`src/rtl/sync_fifo_ctrl.sv`:
```
// Single-clock FIFO: RAM storage, pointers, occupancy, programmable almost flags,
// sticky overflow/underflow and synchronous flush. Define SYNC_FIFO_FWFT_EN for first-word-fall-through.
module sync_fifo_ctrl #(
  parameter int DATA_WIDTH    = 8,
  parameter int MEM_DEPTH     = 64,
  parameter int ADDR_BITS     = $clog2(MEM_DEPTH),
  parameter int AFULL_THRESH  = MEM_DEPTH - 4,
  parameter int AEMPTY_THRESH = 4
) (
  input  logic                  i_clk,
  input  logic                  i_reset,
  input  logic                  i_flush,
  input  logic                  i_wr_en,
  input  logic [DATA_WIDTH-1:0] i_wr_data,
  input  logic                  i_rd_en,
  output logic [DATA_WIDTH-1:0] o_rd_data,
  output logic                  o_rd_valid,
  output logic                  o_full,
  output logic                  o_empty,
  output logic                  o_almost_full,
  output logic                  o_almost_empty,
  output logic [ADDR_BITS:0]    o_count,
  output logic                  o_overflow,
  output logic                  o_underflow
);

  localparam logic [ADDR_BITS:0] ONE      = (ADDR_BITS+1)'(1);
  localparam logic [ADDR_BITS:0] ZERO     = '0;
  localparam logic [ADDR_BITS:0] DEPTH_W  = (ADDR_BITS+1)'(MEM_DEPTH);
  localparam logic [ADDR_BITS:0] AFULL_W  = (ADDR_BITS+1)'(AFULL_THRESH);
  localparam logic [ADDR_BITS:0] AEMPTY_W = (ADDR_BITS+1)'(AEMPTY_THRESH);

  logic [DATA_WIDTH-1:0] mem [MEM_DEPTH];
  logic [ADDR_BITS:0]    wr_ptr;
  logic [ADDR_BITS:0]    rd_ptr;
  logic [ADDR_BITS:0]    count_next;
  logic                  wr_acc;
  logic                  rd_acc;
  logic                  ram_rd;
  logic                  valid_next;
  logic                  empty_next;

  // Acceptance uses this cycle's registered flags; o_count is the total
  // occupancy, so full-by-count also keeps the RAM from overrunning in FWFT mode.
  always_comb begin
    wr_acc     = i_wr_en && !o_full;
    rd_acc     = i_rd_en && !o_empty;
    count_next = o_count;
    case ({wr_acc, rd_acc})
      2'b10:   count_next = o_count + ONE;
      2'b01:   count_next = o_count - ONE;
      default: count_next = o_count;
    endcase
  end

`ifdef SYNC_FIFO_FWFT_EN
  // Refill the output register whenever it is empty or being popped this cycle.
  always_comb begin
    ram_rd     = (!o_rd_valid || rd_acc) && (wr_ptr != rd_ptr);
    valid_next = ram_rd || (o_rd_valid && !rd_acc);
    empty_next = !valid_next;
  end
`else
  always_comb begin
    ram_rd     = rd_acc;
    valid_next = rd_acc;
    empty_next = (count_next == ZERO);
  end
`endif

  always_ff @(posedge i_clk) begin
    if (wr_acc && !i_reset && !i_flush)
      mem[wr_ptr[ADDR_BITS-1:0]] <= i_wr_data;
  end

  always_ff @(posedge i_clk) begin
    if (i_reset) begin
      wr_ptr         <= '0;
      rd_ptr         <= '0;
      o_count        <= '0;
      o_empty        <= 1'b1;
      o_full         <= 1'b0;
      o_almost_empty <= 1'b1;
      o_almost_full  <= 1'b0;
      o_rd_valid     <= 1'b0;
      o_rd_data      <= '0;
      o_overflow     <= 1'b0;
      o_underflow    <= 1'b0;
    end else if (i_flush) begin
      // Flush keeps the last read word visible on o_rd_data.
      wr_ptr         <= '0;
      rd_ptr         <= '0;
      o_count        <= '0;
      o_empty        <= 1'b1;
      o_full         <= 1'b0;
      o_almost_empty <= 1'b1;
      o_almost_full  <= 1'b0;
      o_rd_valid     <= 1'b0;
      o_overflow     <= 1'b0;
      o_underflow    <= 1'b0;
    end else begin
      if (wr_acc)
        wr_ptr <= wr_ptr + ONE;
      if (ram_rd) begin
        rd_ptr    <= rd_ptr + ONE;
        o_rd_data <= mem[rd_ptr[ADDR_BITS-1:0]];
      end
      o_count        <= count_next;
      o_full         <= (count_next == DEPTH_W);
      o_empty        <= empty_next;
      o_almost_full  <= (count_next >= AFULL_W);
      o_almost_empty <= (count_next <= AEMPTY_W);
      o_rd_valid     <= valid_next;
      if (i_wr_en && !wr_acc)
        o_overflow <= 1'b1;
      if (i_rd_en && !rd_acc)
        o_underflow <= 1'b1;
    end
  end

endmodule

```
`config.mk`:
```
export PLATFORM = sky130hd
export DESIGN_NAME = sync_fifo_ctrl
export DESIGN_NICKNAME = d
export VERILOG_FILES = /design/src/rtl/sync_fifo_ctrl.sv
export SDC_FILE = /design/constraint.sdc
export NUM_CORES = 1
export LEC_CHECK = 0
export ABC_AREA = 1
export BUFFER_PORTS_ARGS = -buffer_cell sky130_fd_sc_hd__buf_2
export CAP_MARGIN = 30
export CORE_AREA = 2 2 239 241
export CTS_CLUSTER_DIAMETER = 150
export DETAILED_ROUTE_END_ITERATION = 8
export DIE_AREA = 0 0 241 243
export HOLD_SLACK_MARGIN = 0.02
export PLACE_DENSITY = 0.59
export REMOVE_ABC_BUFFERS = 1
export SLEW_MARGIN = 40
export SYNTH_ARGS = -nofsm -noshare
export SYNTH_HDL_FRONTEND = slang
export SYNTH_SLANG_ARGS = --single-unit
```
`constraint.sdc`:
```
create_clock -name i_clk -period 5.5 [get_ports i_clk]
set_clock_uncertainty 0.15 [all_clocks]
set_input_delay 0 -clock i_clk [delete_from_list [all_inputs] [get_ports i_clk]]
set_output_delay 0 -clock i_clk [all_outputs]
set_load 0.01 [all_outputs]
```
==> results.md <==
- Max Buffers Root-to-Sink: 3
- CTS resizes: 0
- Root Driver: clkbuf_16
- Final cell count without fillers: between 2000 and 3000
- Postcts setup bufs: 0
- Fraction of registers with async set/reset: 0
- Pre-CTS setup slack: between 2 and 2.5 ns
- LEAKAGE: 0.00814 uW
- Crit-path max FO: 43
- Initial antenna violation count: 0
- Routed Antenna Nets: 0
- Crit Path Category: reg2reg
- GR Util All Layers: 0.193
- Core Rows: between 80 and 90
- Final period util: 0.617
- CP Capture Type: flop
- Synth top cells by count: edfxtp_1, nor2_1, o21ai_0
- Layout cells sized above 1: 0.0991
- Achievable frequency: a little under 300 MHz
- Clock sinks: ~550
- CTS buffer count: 55
- DIE AREA: ~60000 um2
- Core Area: 56000 um2
- Htree depth: 2
- Post-placement cell count: 2516
- R2R cell count: 11
- Post-DP HPWL: 32.9 mm
- Vias/cell: ~5.5
- Top-count cell post-synth: edfxtp_1
- Worst endpoint required time: between 5 and 6 ns
- Drc violations: 0
- Die Y: ~240 um
- 1st-pass router iterations: 6
- Synthesized flop and latch total: ~550
- Crit path to: o_rd_data[5]
- Critical Path Source: rd_ptr[1]
- Remaining global-route overflow: 0
- Worst hold path class: in2reg
- Largest net degree at the start of global routing: roughly 150
- CTS Hold Bufs: 16
- Syn_area_per_cell: 12.2 um2
- Outcome: completed
- Max_cap viols: 0
- # diodes: 0
- Synth Instances: 1813
- Routed WL: 56.7 mm
- Initial Utilization: 0.396
- Startpoint types: flop
- Pwr/cell area: approximately 340 nW/um2
- Number of global-route vias before repair: between 10000 and 15000
- CP arrival: ~3.8 ns
- CTS clk-pin slew, worst paths: 0.06 ns
- Vias: 14400
- Main synth FF type: edfxtp_1
- RSZ-0062 raised after global routing: no
- WL/cell: between 20 and 25 um
- Period minus WS final: ~3.4 ns
- I/O Buffers: 34
- Die Wd: roughly 240 um
- Cell Area, Synth: about 22000 um2
- Logic pwr share: 0.036
- Sequential power share: 0.540
- Clk_lat worst skew: approximately 0.60 ns
- Switch share: 0.213
- Clk pwr share: 0.424
- Sequential element share of the synthesized area: 0.724
- Synth area leaders: edfxtp_1, nor2_1, o21ai_0
- Final Hold Viols: 0
- Int Pwr: roughly 6700 uW
- # setup viols final: 0
- Synth area leader: edfxtp_1
- Reg-to-reg critical path endpoint: o_rd_data[5]
- Routability Congestion: slightly below 0.9
- Number of synthesized flops with an enable pin: 512
- Synth warn: 0
- FF-to-FF Start: rd_ptr[1]
- Worst-margin pin slew: 0.836 ns
- Number of nets in the layout: approximately 1900
- Fin. max-slew vios: 0
- Maximum vdd drop: around 0.00021 V
- First-pass GRT wire length: 85.6 mm
- Share of the synthesized area in the top cell type: 0.694
- Max-Slew Margin vs Limit: 0.441
- Ports: 35
- Synth cell types: 36
- Iter 0 DRT Violations: about 1600
- Reg2Reg Setup Slack: approximately 2.1 ns
- Final setup margin: between 2 and 2.5 ns
- Area delta synth->final: 12.1%
- Sw Pwr: between 1500 and 2000 uW
- CTS tree: built
## flip-flops by register name, summed over array words and instances (netlist names)
name,count
mem,512
o_rd_data,8
o_count,7
rd_ptr,6
wr_ptr,6
o_almost_empty,1
o_almost_full,1
o_empty,1
o_full,1
o_overflow,1
o_rd_valid,1
o_underflow,1
## how the worst min path moves through the flow
stage / startpoint / end / slack (ns) / cells after the start
2_1_floorplan: i_wr_data[0] / mem[0][0] / -0.05 / 0
3_3_place_gp: i_rd_en / o_underflow / 0.21 / 5
3_5_place_dp: i_rd_en / o_underflow / 0.20 / 5
4_1_cts: i_reset / o_rd_data[0] / 0.16 / 5
5_1_grt: i_reset / o_rd_data[4] / 0.21 / 5
6_report: i_reset / o_rd_data[4] / 0.20 / 5
## power by group through the flow
stage / Combinational [uW] / Sequential (uW) / Clock (uW)
final: 300 / 4560 / 3580
after floorplan: 129 / 4660 / 0
after detailed placement: 294 / 4650 / 0
after global placement: 291 / 4650 / 0
after global routing: 329 / 4560 / 3800
after CTS: 303 / 4560 / 3640
## metrics by stage
stage               utilization  hold WS, ns  setup TNS, ns  power (uW)  area (um2)
floorplan                     -      -0.0511         -34.46        4790       21600
global placement          0.409        0.212              0        4940       22900
detailed placement        0.410        0.195              0        4940       22900
CTS                       0.444        0.156              0        8500       24800
global route              0.444        0.207              0        8690       24800
finish                    0.444        0.196              0        8450       24800
## cell usage in the layout (no fill, tap or decap), types with 23 or more instances in the layout
cell type  count
a21oi_1       23
buf_2         34
clkbuf_16     57
dfxtp_1       32
edfxtp_1     512
inv_1         51
nand2_1      118
nand3_1       79
nand4_1       26
nor2_1       389
o211ai_1      56
o21ai_0      213
o21ai_1       57
o22ai_1       65
## worst max-delay path, cell delays in order (launching register included)
cell,delay (ns)
dfxtp_4,0.47
inv_2,0.50
buf_4,0.59
o21ai_0,0.18
o22ai_1,0.23
nand2_1,0.09
nand4_1,0.23
nand3_1,0.10
nand3_1,0.10
nand2_1,0.06
dlygate4sd3_1,0.55
inv_1,0.05
## cell families after synthesis
logic type / Yosys count / share of synthesized area
AOI/OAI and AO/OA: 429 / 0.109
DFF: 546 / 0.724
adders and majority gates: 4 / 0.00226
xor gates and xnor gates: 2 / 0.000791
buffers and inverters: 171 / 0.0364
and+or+nand+nor: 661 / 0.127
## final cells by class
cell class,count,area [um2]
Multi-Input combinational cell,1096,5320
Timing Repair Buffer,73,556
Sequential cell,546,16100
Tap cell,756,946
Inverter,61,241
Fill cell,5080,31100
Clock inverter,34,249
Clock buffer,67,1460
## routing by layer
| metal | part of all wire | GRT usage | vias to the layer above |
|---|---|---|---|
| met5 | 0 | 0 | - |
| met4 | 0.027 | 0.0663 | 0 |
| met3 | 0.076 | 0.0339 | 96 |
| met2 | 0.46 | 0.301 | 581 |
| met1 | 0.44 | 0.273 | 7089 |
| li1 | - | - | 6635 |
Power figures use the tool's default switching activity.
